File: config.mk
export PLATFORM = sky130hd
export DESIGN_NAME = systolic_seq_ctrl_flat
export DESIGN_NICKNAME = d
export VERILOG_FILES = /design/src/rtl/systolic_seq_ctrl_if.sv /design/src/rtl/systolic_seq_ctrl.sv /design/src/flat_wrapper.sv
export SDC_FILE = /design/constraint.sdc
export NUM_CORES = 1
export LEC_CHECK = 0
export CAP_MARGIN = 30
export CORE_ASPECT_RATIO = 0.75
export CORE_MARGIN = 8
export CORE_UTILIZATION = 45
export DETAILED_ROUTE_END_ITERATION = 8
export PLACE_DENSITY = 0.67
export SYNTH_ARGS = -nofsm -noshare
export SYNTH_HDL_FRONTEND = slang
export SYNTH_SLANG_ARGS = --single-unit
File: constraint.sdc
create_clock -name clk -period 4.92 [get_ports clk]
set_clock_uncertainty 0.2 [all_clocks]
set_input_delay 0.984 -clock clk [delete_from_list [all_inputs] [get_ports clk]]
set_output_delay 0.984 -clock clk [all_outputs]
set_load 0.1 [all_outputs]
File: src/rtl/systolic_seq_ctrl_if.sv
// Command and array-control bundle of the systolic tile sequencer.
// The slave side is the sequencer; the master side issues commands and observes status.
interface systolic_seq_ctrl_if #(
  parameter int N      = 2,
  parameter int ROW_AW = 8,
  parameter int WB_AW  = 4
);
  logic                  start;
  logic                  abort;
  logic [ROW_AW-1:0]     num_rows;
  logic                  busy;
  logic                  done;
  logic                  wb_rd_en;
  logic [WB_AW-1:0]      wb_rd_addr;
  logic [N-1:0]          ub_rd_en;
  logic [N*ROW_AW-1:0]   ub_rd_addr;
  logic                  pe_enabled;
  logic [N-1:0]          pe_accept_w;
  logic [N-1:0]          pe_switch;
  logic [N-1:0]          pe_valid;

  modport master (
    output start, abort, num_rows,
    input  busy, done, wb_rd_en, wb_rd_addr, ub_rd_en, ub_rd_addr,
           pe_enabled, pe_accept_w, pe_switch, pe_valid
  );

  modport slave (
    input  start, abort, num_rows,
    output busy, done, wb_rd_en, wb_rd_addr, ub_rd_en, ub_rd_addr,
           pe_enabled, pe_accept_w, pe_switch, pe_valid
  );
endinterface

File: src/rtl/systolic_seq_ctrl.sv
// Tile sequencer for an N x N weight-stationary systolic array: weight load,
// swap, skewed input streaming and drain. All outputs are registered.
module systolic_seq_ctrl #(
  parameter int N      = 2,
  parameter int ROW_AW = 8,
  parameter int WB_AW  = 4
) (
  input  logic                 clk,
  input  logic                 rst,
  systolic_seq_ctrl_if.slave   bus
);

  localparam int CW = ROW_AW + 1;
  localparam int XW = CW + 1;

  typedef enum logic [2:0] {
    S_IDLE, S_LOAD, S_SWITCH, S_STREAM, S_DRAIN, S_DONE
  } state_t;

  state_t              state_reg, state_next;
  logic [CW-1:0]       cnt_reg, cnt_next;
  logic [ROW_AW-1:0]   m_reg, m_next;

  logic                busy_reg, busy_next;
  logic                done_reg, done_next;
  logic                wb_en_reg, wb_en_next;
  logic [WB_AW-1:0]    wb_addr_reg, wb_addr_next;
  logic [N-1:0]        ub_en_reg, ub_en_next;
  logic [N*ROW_AW-1:0] ub_addr_reg, ub_addr_next;
  logic                pe_en_reg, pe_en_next;
  logic [N-1:0]        acc_reg, acc_next;
  logic [N-1:0]        sw_reg, sw_next;
  logic [N-1:0]        valid_reg, valid_next;

  logic [XW-1:0]       stream_last;
  logic [XW-1:0]       stream_last_next;
  logic [XW-1:0]       t_next;

  assign stream_last      = XW'(m_reg) + XW'(N - 1);
  assign stream_last_next = XW'(m_next) + XW'(N - 1);
  assign t_next           = XW'(cnt_next);

  always_comb begin
    state_next = state_reg;
    cnt_next   = cnt_reg;
    m_next     = m_reg;
    case (state_reg)
      S_IDLE: begin
        if (bus.start) begin
          cnt_next = '0;
          if (bus.num_rows != '0) begin
            state_next = S_LOAD;
            m_next     = bus.num_rows;
          end else begin
            state_next = S_DONE;
          end
        end
      end
      S_LOAD: begin
        if (cnt_reg == CW'(N)) begin
          state_next = S_SWITCH;
          cnt_next   = '0;
        end else begin
          cnt_next = cnt_reg + 1'b1;
        end
      end
      S_SWITCH: begin
        state_next = S_STREAM;
        cnt_next   = '0;
      end
      S_STREAM: begin
        if (XW'(cnt_reg) == stream_last) begin
          state_next = S_DRAIN;
          cnt_next   = '0;
        end else begin
          cnt_next = cnt_reg + 1'b1;
        end
      end
      S_DRAIN: begin
        if (cnt_reg == CW'(N - 1)) begin
          state_next = S_DONE;
          cnt_next   = '0;
        end else begin
          cnt_next = cnt_reg + 1'b1;
        end
      end
      S_DONE: begin
        state_next = S_IDLE;
      end
      default: begin
        state_next = S_IDLE;
        cnt_next   = '0;
      end
    endcase
    if (bus.abort && state_reg != S_IDLE) begin
      state_next = S_IDLE;
      cnt_next   = '0;
    end
  end

  // Outputs are decoded from the upcoming state so they line up with it once registered.
  always_comb begin
    busy_next    = (state_next != S_IDLE);
    done_next    = (state_next == S_DONE);
    pe_en_next   = (state_next == S_LOAD) || (state_next == S_SWITCH) ||
                   (state_next == S_STREAM) || (state_next == S_DRAIN);
    wb_en_next   = (state_next == S_LOAD) && (cnt_next < CW'(N));
    wb_addr_next = wb_en_next ? (WB_AW'(N - 1) - WB_AW'(cnt_next)) : '0;
    acc_next     = ((state_next == S_LOAD) && (cnt_next != '0)) ? '1 : '0;
    sw_next      = (state_next == S_SWITCH) ? '1 : '0;
    valid_next   = (state_next == S_IDLE) ? '0 : ub_en_reg;
  end

  // Row gi sees the input stream delayed by gi cycles (diagonal skew).
  genvar gi;
  generate
    for (gi = 0; gi < N; gi++) begin : g_row
      logic in_win;
      assign in_win = (state_next == S_STREAM) &&
                      (t_next >= XW'(gi)) &&
                      (t_next < XW'(gi) + XW'(m_next)) &&
                      (t_next < stream_last_next);
      assign ub_en_next[gi] = in_win;
      assign ub_addr_next[gi*ROW_AW +: ROW_AW] =
          in_win ? ROW_AW'(t_next - XW'(gi)) : '0;
    end
  endgenerate

  always_ff @(posedge clk or negedge rst) begin
    if (!rst) begin
      state_reg   <= S_IDLE;
      cnt_reg     <= '0;
      m_reg       <= '0;
      busy_reg    <= 1'b0;
      done_reg    <= 1'b0;
      wb_en_reg   <= 1'b0;
      wb_addr_reg <= '0;
      ub_en_reg   <= '0;
      ub_addr_reg <= '0;
      pe_en_reg   <= 1'b0;
      acc_reg     <= '0;
      sw_reg      <= '0;
      valid_reg   <= '0;
    end else begin
      state_reg   <= state_next;
      cnt_reg     <= cnt_next;
      m_reg       <= m_next;
      busy_reg    <= busy_next;
      done_reg    <= done_next;
      wb_en_reg   <= wb_en_next;
      wb_addr_reg <= wb_addr_next;
      ub_en_reg   <= ub_en_next;
      ub_addr_reg <= ub_addr_next;
      pe_en_reg   <= pe_en_next;
      acc_reg     <= acc_next;
      sw_reg      <= sw_next;
      valid_reg   <= valid_next;
    end
  end

  assign bus.busy        = busy_reg;
  assign bus.done        = done_reg;
  assign bus.wb_rd_en    = wb_en_reg;
  assign bus.wb_rd_addr  = wb_addr_reg;
  assign bus.ub_rd_en    = ub_en_reg;
  assign bus.ub_rd_addr  = ub_addr_reg;
  assign bus.pe_enabled  = pe_en_reg;
  assign bus.pe_accept_w = acc_reg;
  assign bus.pe_switch   = sw_reg;
  assign bus.pe_valid    = valid_reg;

endmodule

File: src/flat_wrapper.sv
// flat-port wrapper written by rule: the top's interface ports become plain ports
module systolic_seq_ctrl_flat 
#(
  parameter int N      = 2,
  parameter int ROW_AW = 8,
  parameter int WB_AW  = 4
)
  (clk, rst, bus_start, bus_abort, bus_num_rows, bus_busy, bus_done, bus_wb_rd_en, bus_wb_rd_addr, bus_ub_rd_en, bus_ub_rd_addr, bus_pe_enabled, bus_pe_accept_w, bus_pe_switch, bus_pe_valid);
  systolic_seq_ctrl_if #(.N(N), .ROW_AW(ROW_AW), .WB_AW(WB_AW)) bus_i ();
  input  logic clk;
  input  logic rst;
  input wire logic [$bits(bus_i.start)-1:0] bus_start;
  input wire logic [$bits(bus_i.abort)-1:0] bus_abort;
  input wire logic [$bits(bus_i.num_rows)-1:0] bus_num_rows;
  output wire logic [$bits(bus_i.busy)-1:0] bus_busy;
  output wire logic [$bits(bus_i.done)-1:0] bus_done;
  output wire logic [$bits(bus_i.wb_rd_en)-1:0] bus_wb_rd_en;
  output wire logic [$bits(bus_i.wb_rd_addr)-1:0] bus_wb_rd_addr;
  output wire logic [$bits(bus_i.ub_rd_en)-1:0] bus_ub_rd_en;
  output wire logic [$bits(bus_i.ub_rd_addr)-1:0] bus_ub_rd_addr;
  output wire logic [$bits(bus_i.pe_enabled)-1:0] bus_pe_enabled;
  output wire logic [$bits(bus_i.pe_accept_w)-1:0] bus_pe_accept_w;
  output wire logic [$bits(bus_i.pe_switch)-1:0] bus_pe_switch;
  output wire logic [$bits(bus_i.pe_valid)-1:0] bus_pe_valid;
  assign bus_i.start = bus_start;
  assign bus_i.abort = bus_abort;
  assign bus_i.num_rows = bus_num_rows;
  assign bus_busy = bus_i.busy;
  assign bus_done = bus_i.done;
  assign bus_wb_rd_en = bus_i.wb_rd_en;
  assign bus_wb_rd_addr = bus_i.wb_rd_addr;
  assign bus_ub_rd_en = bus_i.ub_rd_en;
  assign bus_ub_rd_addr = bus_i.ub_rd_addr;
  assign bus_pe_enabled = bus_i.pe_enabled;
  assign bus_pe_accept_w = bus_i.pe_accept_w;
  assign bus_pe_switch = bus_i.pe_switch;
  assign bus_pe_valid = bus_i.pe_valid;
  systolic_seq_ctrl #(.N(N), .ROW_AW(ROW_AW), .WB_AW(WB_AW)) u_core (.clk(clk), .rst(rst), .bus(bus_i));
endmodule
==> results of run 1 <==
[power breakdown]
group          internal, mW  switching (mW)
Combinational         0.549            1.02
Clock                 0.100           0.144
Sequential            0.505           0.102
Total                  1.15            1.26
[cell usage after synthesis, drive strengths merged, types with 8 or more instances]
library cell,instances
xnor2,19
ha,25
a21oi,18
inv,29
o21ai,14
dfrtp,50
nand3,12
o22ai,8
nand2,20
nor3,12
nor2,39
[worst min-delay path by stage]
stage / start / end / slack [ns] / depth (start not counted)
after global routing: u_core.bus.ub_rd_en[1] / u_core.bus.pe_valid[1] / 0.33 / 1
after floorplan: u_core.m_reg[7] / u_core.m_reg[7] / 0.38 / 1
after global placement: u_core.bus.ub_rd_en[1] / u_core.bus.pe_valid[1] / 0.27 / 1
final: u_core.bus.ub_rd_en[1] / u_core.bus.pe_valid[1] / 0.29 / 1
after CTS: u_core.bus.ub_rd_en[1] / u_core.bus.pe_valid[1] / 0.30 / 1
after detailed placement: u_core.bus.ub_rd_en[1] / u_core.bus.pe_valid[1] / 0.28 / 1
[through the flow]
stage          setup WS (ns)  TNS (ns)  utilization  area (sq um)
6_report               0.257         0        0.579          4170
5_1_grt               0.0107         0        0.579          4170
4_1_cts                0.130         0        0.567          4080
3_5_place_dp          -0.215     -1.69        0.554          3990
3_3_place_gp         -0.0384    -0.247        0.554          3990
2_1_floorplan          0.543         0            -          3260
[layout make-up]
class	instances	area, sq um	area share
Tap cell	101	126	0.0303
Multi-Input combinational cell	259	1890	0.453
Clock buffer	5	68.8	0.0165
Timing Repair Buffer	78	701	0.168
Sequential cell	50	1250	0.301
Clock inverter	3	21.3	0.00510
Inverter	29	109	0.0261
[metal layers]
metal	share of wire	GRT usage	vias up
met5	0	0	-
met4	0.0058	0.0453	0
met3	0.086	0.0334	7
met2	0.44	0.259	90
met1	0.47	0.252	1355
li1	-	-	1386
[kinds of logic after synthesis]
family	count (synthesis)
AOI/OAI and AO/OA	78
xor gates and xnor gates	26
adders and majority gates	27
buffers and inverters	43
DFF	50
muxes	2
and+or+nand+nor	126
[critical path: cells and delay by family]
kind                       cells  cell delay (ns)
adders and majority gates      1             0.31
and+or+nand+nor                6             1.25
buffers and inverters          2             0.64
AOI/OAI and AO/OA              8             1.54
[timing repair]
item                                    CTS  global route
endpoints found under the setup margin    0            13
setup buffers                             0             1
gates resized for setup                   0            15
==> results.toml, run 1 <==
[worst_setup_path]
startpoint = "bus_start"
crit_arrival_ns = 4.71
startpoint_type = "input pin"
slowest_stage = "clkdlybuf4s50_1"
rr_endpoint = "u_core.bus.ub_rd_addr[3]"
endpoint = "u_core.bus.ub_rd_addr[3]"
path_class = "in2reg"
critPathMaxFanout = 9
reg2regPathDepth = 16
timing.rr.start = "u_core.m_reg[1]"
end_kind = "register"
path_cells = "clkdlybuf4s50_1 -> or3_1 -> a21oi_1 -> nand2b_1 -> o21ai_0 -> a31oi_2 -> o22ai_2 -> ha_1 -> a21o_1 -> a21o_1 -> a21oi_1 -> nor2_1 -> a2111oi_1 -> nand4bb_1 -> or4_1 -> buf_4 -> nor2b_2"
cp_slowest_stage_delay_ns = 0.45
reg2reg_slack_ns = 0.35
cp.required_ns = 4.97

[sta]
whs_ns = 0.293
finalCriticalPeriod_ns = 4.66
rsz0062_at_grt = "false"
min_period_over_period = 0.948
worstMarginPinSlew_ns = 0.981
finalSetupViolCount = 0
finalHoldViolations = 0
max_freq_ghz = 0.214
slew_viol_final = 0
maxSlewHeadroom = 0.344

[yosys]
yosysTopAreaCell = "dfrtp_1"
synth_compound_area_frac = 0.174
synth_top_area_share = 0.384
syn_avg_cell_area_sq_um = 9.27
yosysWarningCount = 0
synth_top_family_by_area = "simple AND/OR/NAND/NOR gates"
synth-main-ff-cell = "dfrtp_1"
synthAdderAreaFrac = 0.102
syn_nets = 389
async_flop_share = 1.00
netlist_instances = 352
yosys.area_share.simple = 0.202
synth_xor_area_frac = 0.0698
synth-seq-cells = 50
netlist_area_sq_um = 3260
yosys-top-cells-area = "dfrtp_1 (38%), ha_1 (9.6%), xnor2_1 (5.1%)"
ys_types = 62
synth_edf_count = 0
synth_mux_area_frac = 0.00614
synth-seq-area-share = 0.384

[detailed_routing]
drcViolationCount = 0
vias = 2838
drt_first_pass_iters = 5
drt_iter0_markers = 143
via_per_inst = 5.41
avgRoutedWirePerCell_microns = 16.7
ant_nets = 0
wl_microns = 8780

[layout]
nFillCells = 648
final_common_cell = "dfrtp_1"
area.growth.synth_to_final_pct = 27.8
finalNetCount = 460
final_cell_mix = "dfrtp_1 (49), clkdlybuf4s50_1 (42), nor2_1 (39), buf_4 (34), inv_1 (28)"
drive_gt1_frac = 0.170
final_cells = 525
largest_register_ffs = 16
diodes = 0

[clock_tree]
clock_latency_ns = 0.31
clockRootBuffer = "clkbuf_8"
htreeDepth = 2
postCtsHoldBufs = 0
clkSinkCount = 50
clkTransAtPathRegs_ns = 0.09
clk_path_buf_depth = 2
numCtsBuffers = 5
cts_tree = "yes"

[floorplan]
core_area_sq_um = 7200
io_pins = 44
die_w_microns = 114
die_h_microns = 89.7
num_rows = 27
initial_core_util = 0.453
die_area_sq_um = 10300

[global_route]
antenna_found_initial = 0
grt_max_degree = 51
grt_use_total = 0.175
grt_pass1_wl_microns = 14500
grt_overflow = 0
grt_pass1_vias = 2877

[place]
io_buffers = 43
place.gp.congestion = 0.942
place_hpwl_microns = 6880
placed_cells = 516

[run_status]
status = "complete, no violations"

[pwr]
ir_worst_vdd_mv = 0.309
p_leak_nw = 1.85
p_per_area_nw_per_um2 = 580
power_mw = 2.42

[flow_run]
max_cap_viol_count = 0

[worst_hold_path]
hold_path.class = "reg2reg"
(Power assumes the default switching activity.)
==> run 2: changes to the inputs <==
--- a/config.mk
+++ b/config.mk
@@ -10,6 +10,7 @@
 export CORE_MARGIN = 8
 export CORE_UTILIZATION = 45
 export DETAILED_ROUTE_END_ITERATION = 8
+export HOLD_SLACK_MARGIN = 0.12
 export PLACE_DENSITY = 0.67
 export SYNTH_ARGS = -nofsm -noshare
 export SYNTH_HDL_FRONTEND = slang
==> results of run 2 <==
No change in the layout: final DEF, timing and power equal those of run 1.
==> run 3: changes to the inputs <==
--- a/config.mk
+++ b/config.mk
@@ -5,13 +5,13 @@
 export SDC_FILE = /design/constraint.sdc
 export NUM_CORES = 1
 export LEC_CHECK = 0
-export CAP_MARGIN = 30
 export CORE_ASPECT_RATIO = 0.75
 export CORE_MARGIN = 8
 export CORE_UTILIZATION = 45
 export DETAILED_ROUTE_END_ITERATION = 8
-export HOLD_SLACK_MARGIN = 0.12
+export HOLD_SLACK_MARGIN = 0.08
 export PLACE_DENSITY = 0.67
+export REMOVE_ABC_BUFFERS = 1
 export SYNTH_ARGS = -nofsm -noshare
 export SYNTH_HDL_FRONTEND = slang
 export SYNTH_SLANG_ARGS = --single-unit
==> run 3 against run 2 <==
Net effect:
- via count decreased by 1.0%
- register-to-register slack worse by 0.07 ns
- core utilization shrank 1.5 points
- design area down 2.6%
- setup slack lost 0.070 ns
- power down 2.1%
- hold slack gained 0.011 ns
- sequential share of layout area grew 0.78 points
- cell count shrank 0.95%
- combinational power decreased by 3%
- non-clock buffer count down 4
- critical path type unchanged
- highest routed layer unchanged
==> results.toml, run 3 (same netlist as run 1, synthesis figures left out) <==
[layout]
nFillCells = 661
fin_util = 0.564
final_cell_mix = "dfrtp_1 (50), clkdlybuf4s50_1 (42), nor2_1 (39), buf_4 (31), inv_1 (28)"
finalNetCount = 456
area.growth.synth_to_final_pct = 24.4
final_common_cell = "dfrtp_1"
largest_register_ffs = 16
diodes = 0
final_area_sq_um = 4060
drive_gt1_frac = 0.146

[sta]
worstMarginPinSlew_ns = 1.10
min_period_over_period = 0.962
finalHoldViolations = 0
setup_ws_ns = 0.187
whs_ns = 0.304
finalSetupViolCount = 0
max_freq_ghz = 0.211
finalCriticalPeriod_ns = 4.73
maxSlewHeadroom = 0.268
tns_ns = 0
slew_viol_final = 0

[flow_run]
max_cap_viol_count = 0

[global_route]
grt_use_total = 0.174
antenna_found_initial = 0
grt_pass1_vias = 2827
grt_max_degree = 51
grt_overflow = 0
grt_pass1_wl_microns = 14400

[worst_setup_path]
path_class = "in2reg"
reg2reg_slack_ns = 0.28
crit_arrival_ns = 4.78
end_kind = "register"
critPathMaxFanout = 9
startpoint_type = "input pin"
cp.required_ns = 4.96

[detailed_routing]
drcViolationCount = 0
avgRoutedWirePerCell_microns = 17.0
ant_nets = 0
via_per_inst = 5.40
wl_microns = 8840
drt_iter0_markers = 181
vias = 2809
drt_first_pass_iters = 4

[floorplan]
die_area_sq_um = 10300
initial_core_util = 0.453
io_pins = 44
core_area_sq_um = 7200
die_w_microns = 114
num_rows = 27
die_h_microns = 89.7

[place]
io_buffers = 43
dp_slack_ns = -0.288
placed_area_sq_um = 3940
place.gp.congestion = 0.893
place_hpwl_microns = 6930

[worst_hold_path]
hold_path.class = "reg2reg"

[pwr]
p_per_area_nw_per_um2 = 583
p_leak_nw = 1.80
ir_worst_vdd_mv = 0.330

[clock_tree]
clockRootBuffer = "clkbuf_8"
clkSinkCount = 50
cts_tree = "yes"
clock_latency_ns = 0.30
clkTransAtPathRegs_ns = 0.09
htreeDepth = 2
numCtsBuffers = 5
clk_path_buf_depth = 2

[run_status]
status = "complete, no violations"
## run 3: cell types whose count changed in the layout (fill, tap and decap cells not counted), moves of 2 or more
cell,delta
nor4_4,-2
a22o_1,+2
buf_4,-3
nor4_2,+2
o22ai_1,+2
o22ai_2,-2
## run 3: critical path, cell delays in order
cell and delay [ns]:
clkdlybuf4s50_1 0.45, nor4_2 0.39, nand2_1 0.11, nand2_2 0.12
buf_4 0.14, a22o_1 0.19, nand3_1 0.13, or4_1 0.49
ha_1 0.33, nand4_1 0.14, nor2_1 0.09, a2111oi_2 0.34
nand4bb_1 0.16, or4_1 0.42, buf_4 0.19, nor2b_2 0.11
## run 3: what timing repair did
| action | 4_1_cts | 5_1_grt |
|---|---|---|
| buffers inserted | 0 | 2 |
| hold endpoints to repair | 0 | 0 |
| resized for setup | 0 | 5 |
| setup endpoints to repair | 0 | 10 |
| hold buffers | 0 | 0 |
## run 3: path summary, 6_finish.rpt
path,cells past startpoint,end,from
max,16,u_core.bus.ub_rd_addr[5],bus_num_rows[3]
min,1,u_core.bus.pe_valid[1],u_core.bus.ub_rd_en[1]
max reg2reg,18,u_core.bus.ub_rd_addr[5],u_core.m_reg[0]
min reg2reg,1,u_core.bus.pe_valid[1],u_core.bus.ub_rd_en[1]
max in group asynchronous,1,u_core.m_reg[3],rst
min in group asynchronous,1,u_core.state_reg[2],rst
## run 3: per-layer routing
metal | global-route usage | wire length (microns)
met1 | 0.242 | 4150
met2 | 0.262 | 3870
met3 | 0.0454 | 734
met4 | 0.0398 | 80
met5 | 0 | 0
## run 3: cell type report
class | instances | area [sq um] | share of cell area
Multi-Input combinational cell | 259 | 1830 | 0.451
Sequential cell | 50 | 1250 | 0.308
Timing Repair Buffer | 74 | 658 | 0.162
Tap cell | 101 | 126 | 0.0311
Inverter | 29 | 109 | 0.0268
Clock buffer | 5 | 68.8 | 0.0170
Clock inverter | 2 | 15.0 | 0.00370
## run 3: stage by stage
| step | cells | power [mW] |
|---|---|---|
| 2_1_floorplan | 338 | 1.67 |
| 3_3_place_gp | 511 | 2.08 |
| 3_5_place_dp | 511 | 2.11 |
| 4_1_cts | 518 | 2.35 |
| 5_1_grt | 520 | 2.52 |
| 6_report | 520 | 2.37 |
## run 3: power by group
group / switching [mW] / total (mW) / internal, mW
Combinational: 1.01 / 1.53 / 0.522
Sequential: 0.0990 / 0.603 / 0.504
Clock: 0.137 / 0.235 / 0.0973
Total: 1.24 / 2.37 / 1.12
